==> config.mk <==
export PLATFORM = sky130hd
export DESIGN_NAME = knn_vote_decoder
export DESIGN_NICKNAME = d
export VERILOG_FILES = /design/src/rtl/knn_vote_decoder.sv
export SDC_FILE = /design/constraint.sdc
export NUM_CORES = 1
export LEC_CHECK = 0
export CAP_MARGIN = 15
export CORE_MARGIN = 3
export CORE_UTILIZATION = 45
export DETAILED_ROUTE_END_ITERATION = 10
export DONT_BUFFER_PORTS = 1
export PLACE_DENSITY = 0.61
export SLEW_MARGIN = 40
export SYNTH_ARGS = -nofsm -noshare
export SYNTH_HDL_FRONTEND = slang
export SYNTH_SLANG_ARGS = --single-unit
==> constraint.sdc <==
create_clock -name clk -period 11.11 [get_ports clk]
set_input_delay 2.222 -clock clk [delete_from_list [all_inputs] [get_ports clk]]
set_output_delay 2.222 -clock clk [all_outputs]
set_load 0.05 [all_outputs]
==> src/rtl/knn_vote_decoder.sv <==
// Majority-vote decoder for the sorter's packed top-5 neighbour list.
// Walks ranks 1..K one per cycle, tallies four class counters, nearest neighbour breaks ties.
module knn_vote_decoder #(
    parameter int K = 5
) (
    input  logic         clk,
    input  logic         rst,
    input  logic         start,
    input  logic [99:0]  sorted_list,
    output logic [1:0]   result_class,
    output logic [2:0]   vote_count,
    output logic         no_match,
    output logic         result_valid,
    output logic         busy
);

    typedef enum logic [1:0] {
        IDLE,
        COUNT,
        DECIDE
    } state_t;

    localparam logic [2:0]  LAST_RANK = 3'(K - 1);
    localparam logic [17:0] EMPTY_DIST = 18'h3FFFF;

    state_t       state_reg, state_next;
    logic [99:0]  shadow_reg;
    logic [2:0]   rank_idx_reg, rank_idx_next;
    logic [1:0]   result_class_reg, result_class_next;
    logic [2:0]   vote_count_reg, vote_count_next;
    logic         no_match_reg, no_match_next;
    logic         result_valid_reg, result_valid_next;

    logic         load;
    logic         counting;
    logic [19:0]  rank_entry [5];
    logic [19:0]  cur_entry;
    logic         cur_valid;
    logic [1:0]   cur_class;

    // Per-class tallies flattened so each class slice has exactly one driver.
    logic [11:0]  cnt_flat;
    logic [11:0]  first_flat;

    logic [2:0]   best_cnt;
    logic [2:0]   best_first;
    logic [1:0]   best_class;
    logic [2:0]   cand_cnt;
    logic [2:0]   cand_first;

    assign load     = (state_reg == IDLE) && start;
    assign counting = (state_reg == COUNT);

    always_ff @(posedge clk) begin
        if (rst) begin
            shadow_reg <= '0;
        end else if (load) begin
            shadow_reg <= sorted_list;
        end
    end

    genvar gi;
    generate
        for (gi = 0; gi < 5; gi++) begin : g_rank
            assign rank_entry[gi] = shadow_reg[20*gi +: 20];
        end
    endgenerate

    assign cur_entry = rank_entry[rank_idx_reg];
    assign cur_valid = (cur_entry[19:2] != EMPTY_DIST);
    assign cur_class = cur_entry[1:0];

    generate
        for (gi = 0; gi < 4; gi++) begin : g_class
            logic [2:0] cnt_reg;
            logic [2:0] first_reg;

            always_ff @(posedge clk) begin
                if (rst) begin
                    cnt_reg   <= '0;
                    first_reg <= '0;
                end else if (load) begin
                    cnt_reg   <= '0;
                    first_reg <= '0;
                end else if (counting && cur_valid && (cur_class == 2'(gi))) begin
                    cnt_reg <= cnt_reg + 3'd1;
                    if (cnt_reg == 3'd0) begin
                        first_reg <= rank_idx_reg;
                    end
                end
            end

            assign cnt_flat[3*gi +: 3]   = cnt_reg;
            assign first_flat[3*gi +: 3] = first_reg;
        end
    endgenerate

    // A class replaces the incumbent on a strictly higher count, or on an equal
    // non-zero count when it owns a nearer neighbour.
    always_comb begin
        best_cnt   = 3'd0;
        best_first = 3'd7;
        best_class = 2'd0;
        cand_cnt   = 3'd0;
        cand_first = 3'd0;
        for (int i = 0; i < 4; i++) begin
            cand_cnt   = cnt_flat[3*i +: 3];
            cand_first = first_flat[3*i +: 3];
            if ((cand_cnt > best_cnt) ||
                ((cand_cnt != 3'd0) && (cand_cnt == best_cnt) && (cand_first < best_first))) begin
                best_cnt   = cand_cnt;
                best_first = cand_first;
                best_class = 2'(i);
            end
        end
    end

    always_ff @(posedge clk) begin
        if (rst) begin
            state_reg        <= IDLE;
            rank_idx_reg     <= '0;
            result_class_reg <= '0;
            vote_count_reg   <= '0;
            no_match_reg     <= 1'b0;
            result_valid_reg <= 1'b0;
        end else begin
            state_reg        <= state_next;
            rank_idx_reg     <= rank_idx_next;
            result_class_reg <= result_class_next;
            vote_count_reg   <= vote_count_next;
            no_match_reg     <= no_match_next;
            result_valid_reg <= result_valid_next;
        end
    end

    always_comb begin
        state_next        = state_reg;
        rank_idx_next     = rank_idx_reg;
        result_class_next = result_class_reg;
        vote_count_next   = vote_count_reg;
        no_match_next     = no_match_reg;
        result_valid_next = 1'b0;
        case (state_reg)
            IDLE: begin
                if (start) begin
                    state_next    = COUNT;
                    rank_idx_next = 3'd0;
                end
            end
            COUNT: begin
                if (rank_idx_reg == LAST_RANK) begin
                    state_next = DECIDE;
                end else begin
                    rank_idx_next = rank_idx_reg + 3'd1;
                end
            end
            DECIDE: begin
                result_class_next = best_class;
                vote_count_next   = best_cnt;
                no_match_next     = (best_cnt == 3'd0);
                result_valid_next = 1'b1;
                state_next        = IDLE;
            end
            default: begin
                state_next = IDLE;
            end
        endcase
    end

    assign result_class = result_class_reg;
    assign vote_count   = vote_count_reg;
    assign no_match     = no_match_reg;
    assign result_valid = result_valid_reg;
    assign busy         = (state_reg != IDLE);

endmodule

## Word level (Yosys, flattened, before mapping)

Cells that the tools add are included.
W data, S select, Z words.

| operators by class | value |
|---|---|
| $add $sub $neg | 5 |
| $lt $le $gt $ge | 9 |
| equality and inequality tests | 13 |
| mux-type cells | 20 |
| bitwise logic cells | 1 |
| reduce and logical (&&, ||, !) cells | 38 |

Operators with widths:

| operator | count |
|---|---|
| $bmux W20 S3 | 1 |
| $mux W20 | 2 |
| $mux W3 | 9 |
| $ne A18 B18 Y1 const B | 1 |
| $add A3 B1 Y3 const B | 5 |
| $logic_not A3 Y1 | 5 |
| $logic_and A1 B1 Y1 | 14 |
| $reduce_bool A3 Y1 | 4 |
| $reduce_and A2 Y1 | 5 |
| $eq A3 B3 Y1 | 3 |
| $gt A3 B3 Y1 | 3 |
| $lt A3 B3 Y1 | 3 |
| $mux W2 | 4 |
| $eq A2 B2 Y1 const B | 3 |
| $pmux W3 S2 | 1 |
| $eq A2 B1 Y1 const B | 2 |
| $ge A4 B4 Y1 const B | 1 |
| $logic_not A2 Y1 | 2 |
| $logic_or A1 B1 Y1 | 4 |
| $ne A2 B2 Y1 const B | 2 |
| $not A3 Y4 | 1 |
| $pmux W2 S2 | 1 |
| $reduce_bool A2 Y1 | 2 |
| $eq A3 B3 Y1 const B | 1 |
| other kinds (6) | 7 |

| word-level totals | value |
|---|---|
| flip-flop bits (word level) | 136 |
| output and inout port bits | 8 |

## Longest topological paths before layout

Gate-level depths: netlist of the first run.

| logic depth | value |
|---|---|
| depth in word-level cells | 21 |
| mapped depth | 25 |

## Worst setup path before layout of the first run

Ideal clock, no wire load.

| timing | value |
|---|---|
| path type | register -> register |
| start point | reg g_class[0].cnt_reg[0] |
| end point | reg vote_count_reg[2], in the netlist vote_count[2] |
| arrival time | 5370 ps |
| setup slack | 5618 ps |
| cell stages (with the launch flop) | 24 |
| path buffers | 2 |
| period minus slack after synthesis | 5492 ps |
| cell sequence | dfxtp_1 -> inv_1 -> ha_1 -> nor2b_2 -> nor2_1 -> ha_1 -> nand3_1 -> a221oi_2 -> a21oi_2 -> o21ai_0 -> ha_1 -> a221o_1 -> or3_1 -> o31ai_1 -> maj3_2 -> buf_4 -> mux2_2 -> ha_1 -> and3_1 -> and3_1 -> buf_1 -> a221o_1 -> a21o_1 -> a311o_1 |

| on the way | value |
|---|---|
| longest elaborated chain between the ends | 20 |

RTL lines:

| element | line | RTL |
|---|---|---|
| from (decl) | 75 | `logic [2:0] cnt_reg;` |
| from (signal assigned) | 86 | `cnt_reg <= cnt_reg + 3'd1;` |
| parallel branches: the longest is 19 deep, another holds $gt A3 B1 Y1 | -- |  |
| $mux W3 (*) | 109 | `if ((cand_cnt > best_cnt) \|\|` |
| to (signal assigned) | 130 | `vote_count_reg <= vote_count_next;` |
| to (decl) | 30 | `logic [2:0] vote_count_reg, vote_count_next;` |

Mark *: on every way between the ends.
A chain may end at the register's enable or synchronous reset.

## Final worst setup path of the first run

| timing | value |
|---|---|
| start point | reg g_class[0].cnt_reg[0] |
| end point | reg no_match_reg, in the netlist no_match |

| on the way | value |
|---|---|
| longest elaborated chain between the ends | 21 |

RTL lines:

| element | line | RTL |
|---|---|---|
| parallel branches: the longest is 19 deep, another holds $gt A3 B1 Y1 | -- |  |
| $mux W3 (*) | 109 |  |
| $logic_not A3 Y1 (*) | 160 | `no_match_next = (best_cnt == 3'd0);` |
| to (signal assigned) | 131 | `no_match_reg <= no_match_next;` |
| to (decl) | 31 | `logic no_match_reg, no_match_next;` |

Marked as above.

==> metrics list, run 1 <==
* Fmax: 0.167 GHz
- The tree is rooted in a clkbuf_16.
- In the finished design, the share of the clock period the worst path needs comes to 53.9%.
- Entering global routing, the biggest net connects 113 pins.
- The worst-case IR drop observed on VDD is 0.000120 V.
- Routed wire length: 12900 µm
- Share of the core filled with cells: 52.1%
- Multi-input gate area in the final layout: 2950 µm²
- Total core area: 12700 µm²
- Worst-Skew Late Latency: 410 ps
- In this run, CTS created clock tree buffers numbering 17.
* CTS H-Tree Depth: 4
- Syn_nets: 877
* Synthesized instance count: 752
- Number of gates resized after CTS: 0
- Cell variety after synth: 50
- Number of global-route vias before repair: 4598
- Pint: 905 µW
* Netlist Area Pre-Place: 5910 µm²
- Post-detailed-placement cell area: 5970 µm²
- Setup repair after global routing left no endpoint under its margin.
- Commonest non-fill, non-tap cells in the layout: nand2_1, dfxtp_1, a21oi_1, nor2_1
- Across the run, the number of max-cap violations was 0.
- The largest individual stage delay along the critical path comes from the cell a2111oi_0.
- Leading post-synthesis cells by cell area: dfxtp_1, nand2_1, a21oi_1
* Most Frequent Cell on Critical Path: ha_1
- Data on the critical path is required at its endpoint by 11380 ps.
- The critical path is of the register to register type.
- The floorplan has 41 rows.
- In the final layout, flip-flops and latches occupy 2720 µm².
- Max stage delay on crit path: 500 ps
- In this run, the number of DRC markers left after iteration 0 of detailed routing was 202.
* Family of cells with the greatest summed delay on the critical path: compound AO/OA/AOI/OAI gates
- Crit path cell chain: inv_1, ha_1, nor2b_2, nor2_1, ha_1, nand3_1, a221oi_2, a21oi_2, o21ai_0, ha_1, a221o_1, or3_1, o31ai_1, maj3_2, mux2_2, ha_1, and3_1, and3_1, a221o_1, a2111oi_0, a211oi_1
- Finish-stage setup viols: 0
* CP Buf/Inv Count: 1
- In this run the worst path has a maximum fanout of 11.
- Slew at the pin with the worst max-slew slack: 607 ps
- Share of cells above drive strength 1: 6.62%
- WL per Instance: 14.2 µm
- For this run the aggregate overflow at the end of global routing stands at 0.
- Max transition margin: 59.5%
* Final Hold Viols: 0
- The floorplan step defined a die boundary enclosing 14500 µm².
* Number of warnings issued by yosys: 0
- In the final design database the tool counted 853 nets.
- Largest register FFs: 100
- Number of top-level pins: 111
- Seq cells post-synth: 136
- Antenna violation net count after detailed routing: 0
- Worst hold path type: register to register
* Number of buffers inserted by port buffering: 0
- Number of search-and-repair iterations in the first detailed-routing pass: 4
* Kind of end point of the critical path: register
- Routability-driven placement finished with a final weighted congestion of 0.902.
* Number of antenna violations at the first check in global routing: 0
- Die Width: 121 µm
- In this run switching power makes up 22.3% of total power.
- Total negative slack for setup checks: 0 ps
- The first global-routing pass estimated 21600 µm of wire.
- Via count: 4785
* Clk sinks: 136
- TritonCTS built the clock tree.
- Number of inserted diodes: 0
- Cell leakage power: 0.00243 µW
- Combinational cells account for 7.0% of the total power.
- Total power for the finished layout comes to 1160 µW.
- Top cell type's share of synthesized area: 46.1%
- Top cell type by total area after synthesis: dfxtp_1
- The clock arrives with 7.23 ps of skew.
* Layout filler cell count: 1271
* Share of power burned in registers: 45.0%
- Number of buffers inserted for hold repair after clock tree synthesis: 0
- Portion of the post-synthesis area used by sequential elements: 46.1%
- At the worst endpoint, the arrival time is 6260 ps.
* Most common cell after layout, fill and taps aside: nand2_1
* Maximum root-to-sink buffer count: 2
* Setup bufs post-CTS: 0
* Worst hold slack: 449 ps
- DRC violation count after routing: 0
- Max-slew violation total from the final report: 0
* Die Span Y: 121 µm
- The run finished with clean final reports.
- Power density over cell area: 176 nW/µm²
- Area growth from synthesis to layout: 12.1%
- In the routed layout, each cell is associated on average with a via count of 5.25.
- For this configuration, the core starts out at a cell density of 46.4%.
- A synthesized cell averages 7.85 µm².
* Worst setup SP type: register
- Post-layout min period: 5980 ps
- Gr usage total: 18.6%
- Non-Filler Cell Area, Final: 6620 µm²
* Clock network fraction of design power: 48.0%
* Detailed-placement wirelength estimate: 8960 µm
- In this run the power spent charging and discharging nets is 260 µW.
* Clock transition time at the flip-flop clock pins of the worst setup and hold paths: 60 ps
[worst paths after layout]
check	start	endpoint	slack, ps	cells past startpoint
max	g_class[0].cnt_reg[0]	no_match	5130	21
min reg2reg	shadow_reg[5]	shadow_reg[5]	450	2
min	shadow_reg[5]	shadow_reg[5]	450	2
max reg2reg	g_class[0].cnt_reg[0]	no_match	5130	21
[power groups by stage]
stage          Combinational (µW)  Clock [µW]  Sequential (µW)
6_report                     81.3         559              524
5_1_grt                      94.5         591              527
4_1_cts                      79.4         571              524
2_1_floorplan                72.1           0              530
3_3_place_gp                 75.7           0              533
3_5_place_dp                 79.1           0              534
[layout make-up]
type                       count  share of cell area, %
clock buffer                  24                   7.73
clock inverter                 7                   1.36
inverter                      22                   1.25
multi-input combinational    548                   44.5
sequential                   136                   41.1
tap                          172                   3.25
timing repair buffer           3                  0.831
[logic make-up (layout without fill, tap and decap cells)]
kind of cell,after synthesis,after routing,share of synthesized area [%]
flops,136,136,46.1
simple gates,329,329,23.9
compound gates,171,171,16.6
mux,18,18,3.18
buf+inv,68,56,4.38
xor+xnor,7,7,1.04
fa+ha+maj,23,23,4.85
[cells in the mapped netlist, drive strengths merged]
cell     count
ha          22
dfxtp      136
a221o        2
or3          4
mux2         3
inv         22
o21a         2
o21ai       16
nand4       20
a221oi       2
nor2        42
nor3b        4
nand2b       6
nand3        6
o221ai       2
a2111oi      4
o31ai        1
a31oi        1
o21bai       5
xnor2        7
clkbuf      43
a31o         1
nand2      223
nor4         3
o22ai        1
a21oi      121
buf          3
a21boi       1
a211oi       7
a311o        2
a21o         2
nand4b       3
nor3         5
and2         3
a311oi       1
and3         5
nand3b       2
nor2b        3
mux2i       15
maj3         1
[worst register-to-register path, delay by kind of cell (launching register included)]
family | cells | cell delay, ps
AOI/OAI and AO/OA | 8 | 2420
adders and majority gates | 5 | 1440
and+or+nand+nor | 6 | 1180
muxes | 1 | 390
DFF | 1 | 310
buffers and inverters | 1 | 110
[routing by layer]
layer	share of wire (%)	GRT usage, %	routed length (µm)
met1	44	22.7	5720
met2	49	30.4	6360
met3	4.8	5.47	625
met4	1.7	8.00	226
met5	0	0	0
[stage by stage]
stage                     std cells  worst slack [ps]
after floorplan                 752              5620
after detailed placement        879              5240
final                           912              5130
after CTS                       910              5200
after global routing            912              4610
after global placement          879              5470
Note: power is estimated with default switching activity, not from simulation.
==> run 2: changes to the inputs <==
- PLACE_DENSITY: 0.61 -> 0.63
- clock period: 11.11 -> 4.91 ns (I/O delays scaled with it)
==> metrics list, run 2 (synthesis gave the netlist of run 1 again) <==
- Along the worst path, the maximum fanout reaches 5.
- Count of routing violations after the opening detailed-route iteration: 339
- The core region is 12700 µm².
- Across all setup checks in the final design, the least slack found is -75.0 ps.
* TritonCTS clock tree: built
* Buffer cell driving the clock tree root: clkbuf_16
- For hold timing, the worst endpoint is shadow_reg[11].
* Worst Reg2Reg Path Length in Cells: 22
- The first detailed-routing pass took 4 iterations.
- Worst Path Required: 5190 ps
* Most common cell after layout, fill and taps aside: nand2_1
* First-pass GRT wire length: 22100 µm
- The worst setup path is of the register to register kind.
- Total Die Area: 14500 µm²
- Final Hold Viols: 0
- The die is 121 µm wide.
- Cell leakage power: 0.00254 µW
- After clock tree synthesis, the clock-pin slew on the worst setup and hold paths is 60 ps.
- Post-layout min period: 4980 ps
* Hold wc startpoint: shadow_reg[11]
* Fraction of met1 tracks used by global routing: 23.1%
- Setup skew after layout: 5.60 ps
- Critical R2R Capture: vote_count[1]
- In the final routed layout, each cell accounts on average for 14.5 µm.
* Cells on Worst Hold Path: 2
- Number of top-level pins: 111
* Slew at the pin with the worst max-slew slack: 732 ps
- Max rail drop VDD: 0.000191 V
* Worst-Skew Late Latency: 410 ps
* CTS Buf Count: 17
- Worst Setup Slack post-DPL: -149 ps
- The top cell types in the final layout, fill and taps aside, are nand2_1, dfxtp_1, a21oi_1, nor2_1, nand4_1.
* Result of the run: finished with violations
- The initial utilization of the core area, before any placement, comes to 46.4%.
- Fmax: 0.201 GHz
- Worst setup SP type: register
- In this run the power density over the cells is 371 nW/µm².
- The final reports fail on negative setup slack.
- The worst hold path belongs to the class register to register.
- Layout filler cell count: 1233
* Setup slack of the worst register-to-register path: -70 ps
* Global-route met3 utilization: 4.72%
- The worst register-to-register path begins at g_class[0].cnt_reg[1].
- Number of antenna violations at the first check in global routing: 0
- Largest register FFs: 100
- Count of standard-cell rows: 41
* Finish-stage setup viols: 4
- Setup repair after global routing could not meet its margin everywhere.
* Antenna violation net count after detailed routing: 0
- DRC violation count after routing: 0
* Clk sinks: 136
- CTS H-Tree Depth: 4
* Max transition margin: 51.1%
- Routed wire length: 13500 µm
* Signal arrival time at the worst endpoint: 5270 ps
- The die is 121 µm tall.
* Global placement routability congestion: 0.895
* Detailed-placement wirelength estimate: 9210 µm
- Via count: 4966
- Area growth from synthesis to layout: 15.9%
- Entering global routing, the biggest net connects 113 pins.
* Number of global-route vias before repair: 4808
- The global routing stage identified its most utilized layer as met2.
- Maximum root-to-sink buffer count: 2
- Max-slew violation total from the final report: 0
* Post-layout nets: 872
- In the final layout, the share of cells above drive strength 1 is 11.9%.
- Global routing used 31.3% of the available met2 tracks.
- The count of buffers added on input and output ports is 0.
- Max-cap violations in this run came to 0.
- The number of antenna diodes in the final layout is 0.
- Period utilisation layout: 102%
* Post-detailed-route via-to-cell ratio: 5.35
- Overall power consumption after layout is estimated at 2540 µW.
- After global routing the overflow that remains totals 0.
* Gr usage total: 18.9%
* Kind of end point of the critical path: register
[run 2: cell count changes in the layout (fill, tap and decap cells not counted), sizes merged]
| cell | change |
|---|---|
| bufinv | -1 |
| buf | +19 |
| clkbuf | -4 |
| clkinvlp | -1 |
| clkinv | +4 |
[run 2: metrics by stage]
| stage | cell area, µm² | util [%] | setup TNS [ps] | cells | hold slack [ps] |
|---|---|---|---|---|---|
| 2_1_floorplan | 5980 | - | -1070 | 752 | 432 |
| 3_3_place_gp | 6130 | 48.2 | -3.68 | 891 | 436 |
| 3_5_place_dp | 6130 | 48.2 | -727 | 891 | 440 |
| 4_1_cts | 6710 | 52.7 | -327 | 925 | 447 |
| 5_1_grt | 6850 | 53.8 | -1400 | 929 | 465 |
| 6_report | 6850 | 53.8 | -194 | 929 | 449 |
[run 2: how the worst max path moves through the flow]
| stage | cells past startpoint | endpoint | start | slack (ps) |
|---|---|---|---|---|
| 6_report | 22 | vote_count[1] | g_class[0].cnt_reg[1] | -70 |
| 5_1_grt | 24 | vote_count[2] | g_class[0].cnt_reg[1] | -260 |
| 4_1_cts | 24 | vote_count[2] | g_class[0].cnt_reg[1] | -80 |
| 3_5_place_dp | 22 | no_match | g_class[0].cnt_reg[1] | -150 |
| 3_3_place_gp | 22 | vote_count[2] | g_class[0].cnt_reg[1] | -4 |
| 2_1_floorplan | 24 | vote_count[2] | g_class[0].cnt_reg[0] | -230 |
[run 2: area by class of cell]
| type | instances | area (µm²) | area share [%] |
|---|---|---|---|
| Clock buffer | 20 | 447 | 6.52 |
| Clock inverter | 9 | 80.1 | 1.17 |
| Inverter | 22 | 82.6 | 1.21 |
| Multi-Input combinational cell | 548 | 3100 | 45.3 |
| Sequential cell | 136 | 2730 | 39.8 |
| Tap cell | 172 | 215 | 3.14 |
| Timing Repair Buffer | 22 | 194 | 2.83 |
[run 2: power breakdown]
part           internal (µW)  leakage, µW  switching (µW)
registers               1160      0.00111            31.2
clock network            696     0.000261             444
logic                   85.7      0.00116             125
total                   1940      0.00254             601
[run 2: routing by layer]
layer / routed length [µm] / share of wire (%)
met5: 0 / 0
met1: 5950 / 44
met2: 6580 / 49
met3: 634 / 4.7
met4: 305 / 2.3
[run 2: timing repair]
item / in CTS / in global routing
buffers inserted: 5 / 3
pin swaps: 8 / 5
hold buffers: 0 / 0
hold endpoints to repair: 0 / 0
gates resized for setup: 5 / 18
endpoints found under the setup margin: 6 / 6
[run 2: worst max-delay path, stage by stage, from the launching register on]
cell and delay [ps]:
dfxtp_2 320, inv_2 70, ha_4 140, nor2b_4 170, nor2_4 60, ha_4 260
nand3_4 70, a221oi_4 250, a21oi_4 130, nand2_2 90, o21ai_2 60, ha_1 300
a221o_1 340, or3_1 320, o31ai_2 230, maj3_2 280, mux2i_2 250, ha_1 270
and3_4 190, and3_4 170, a221o_1 370, a2111oi_0 420, a211oi_1 90
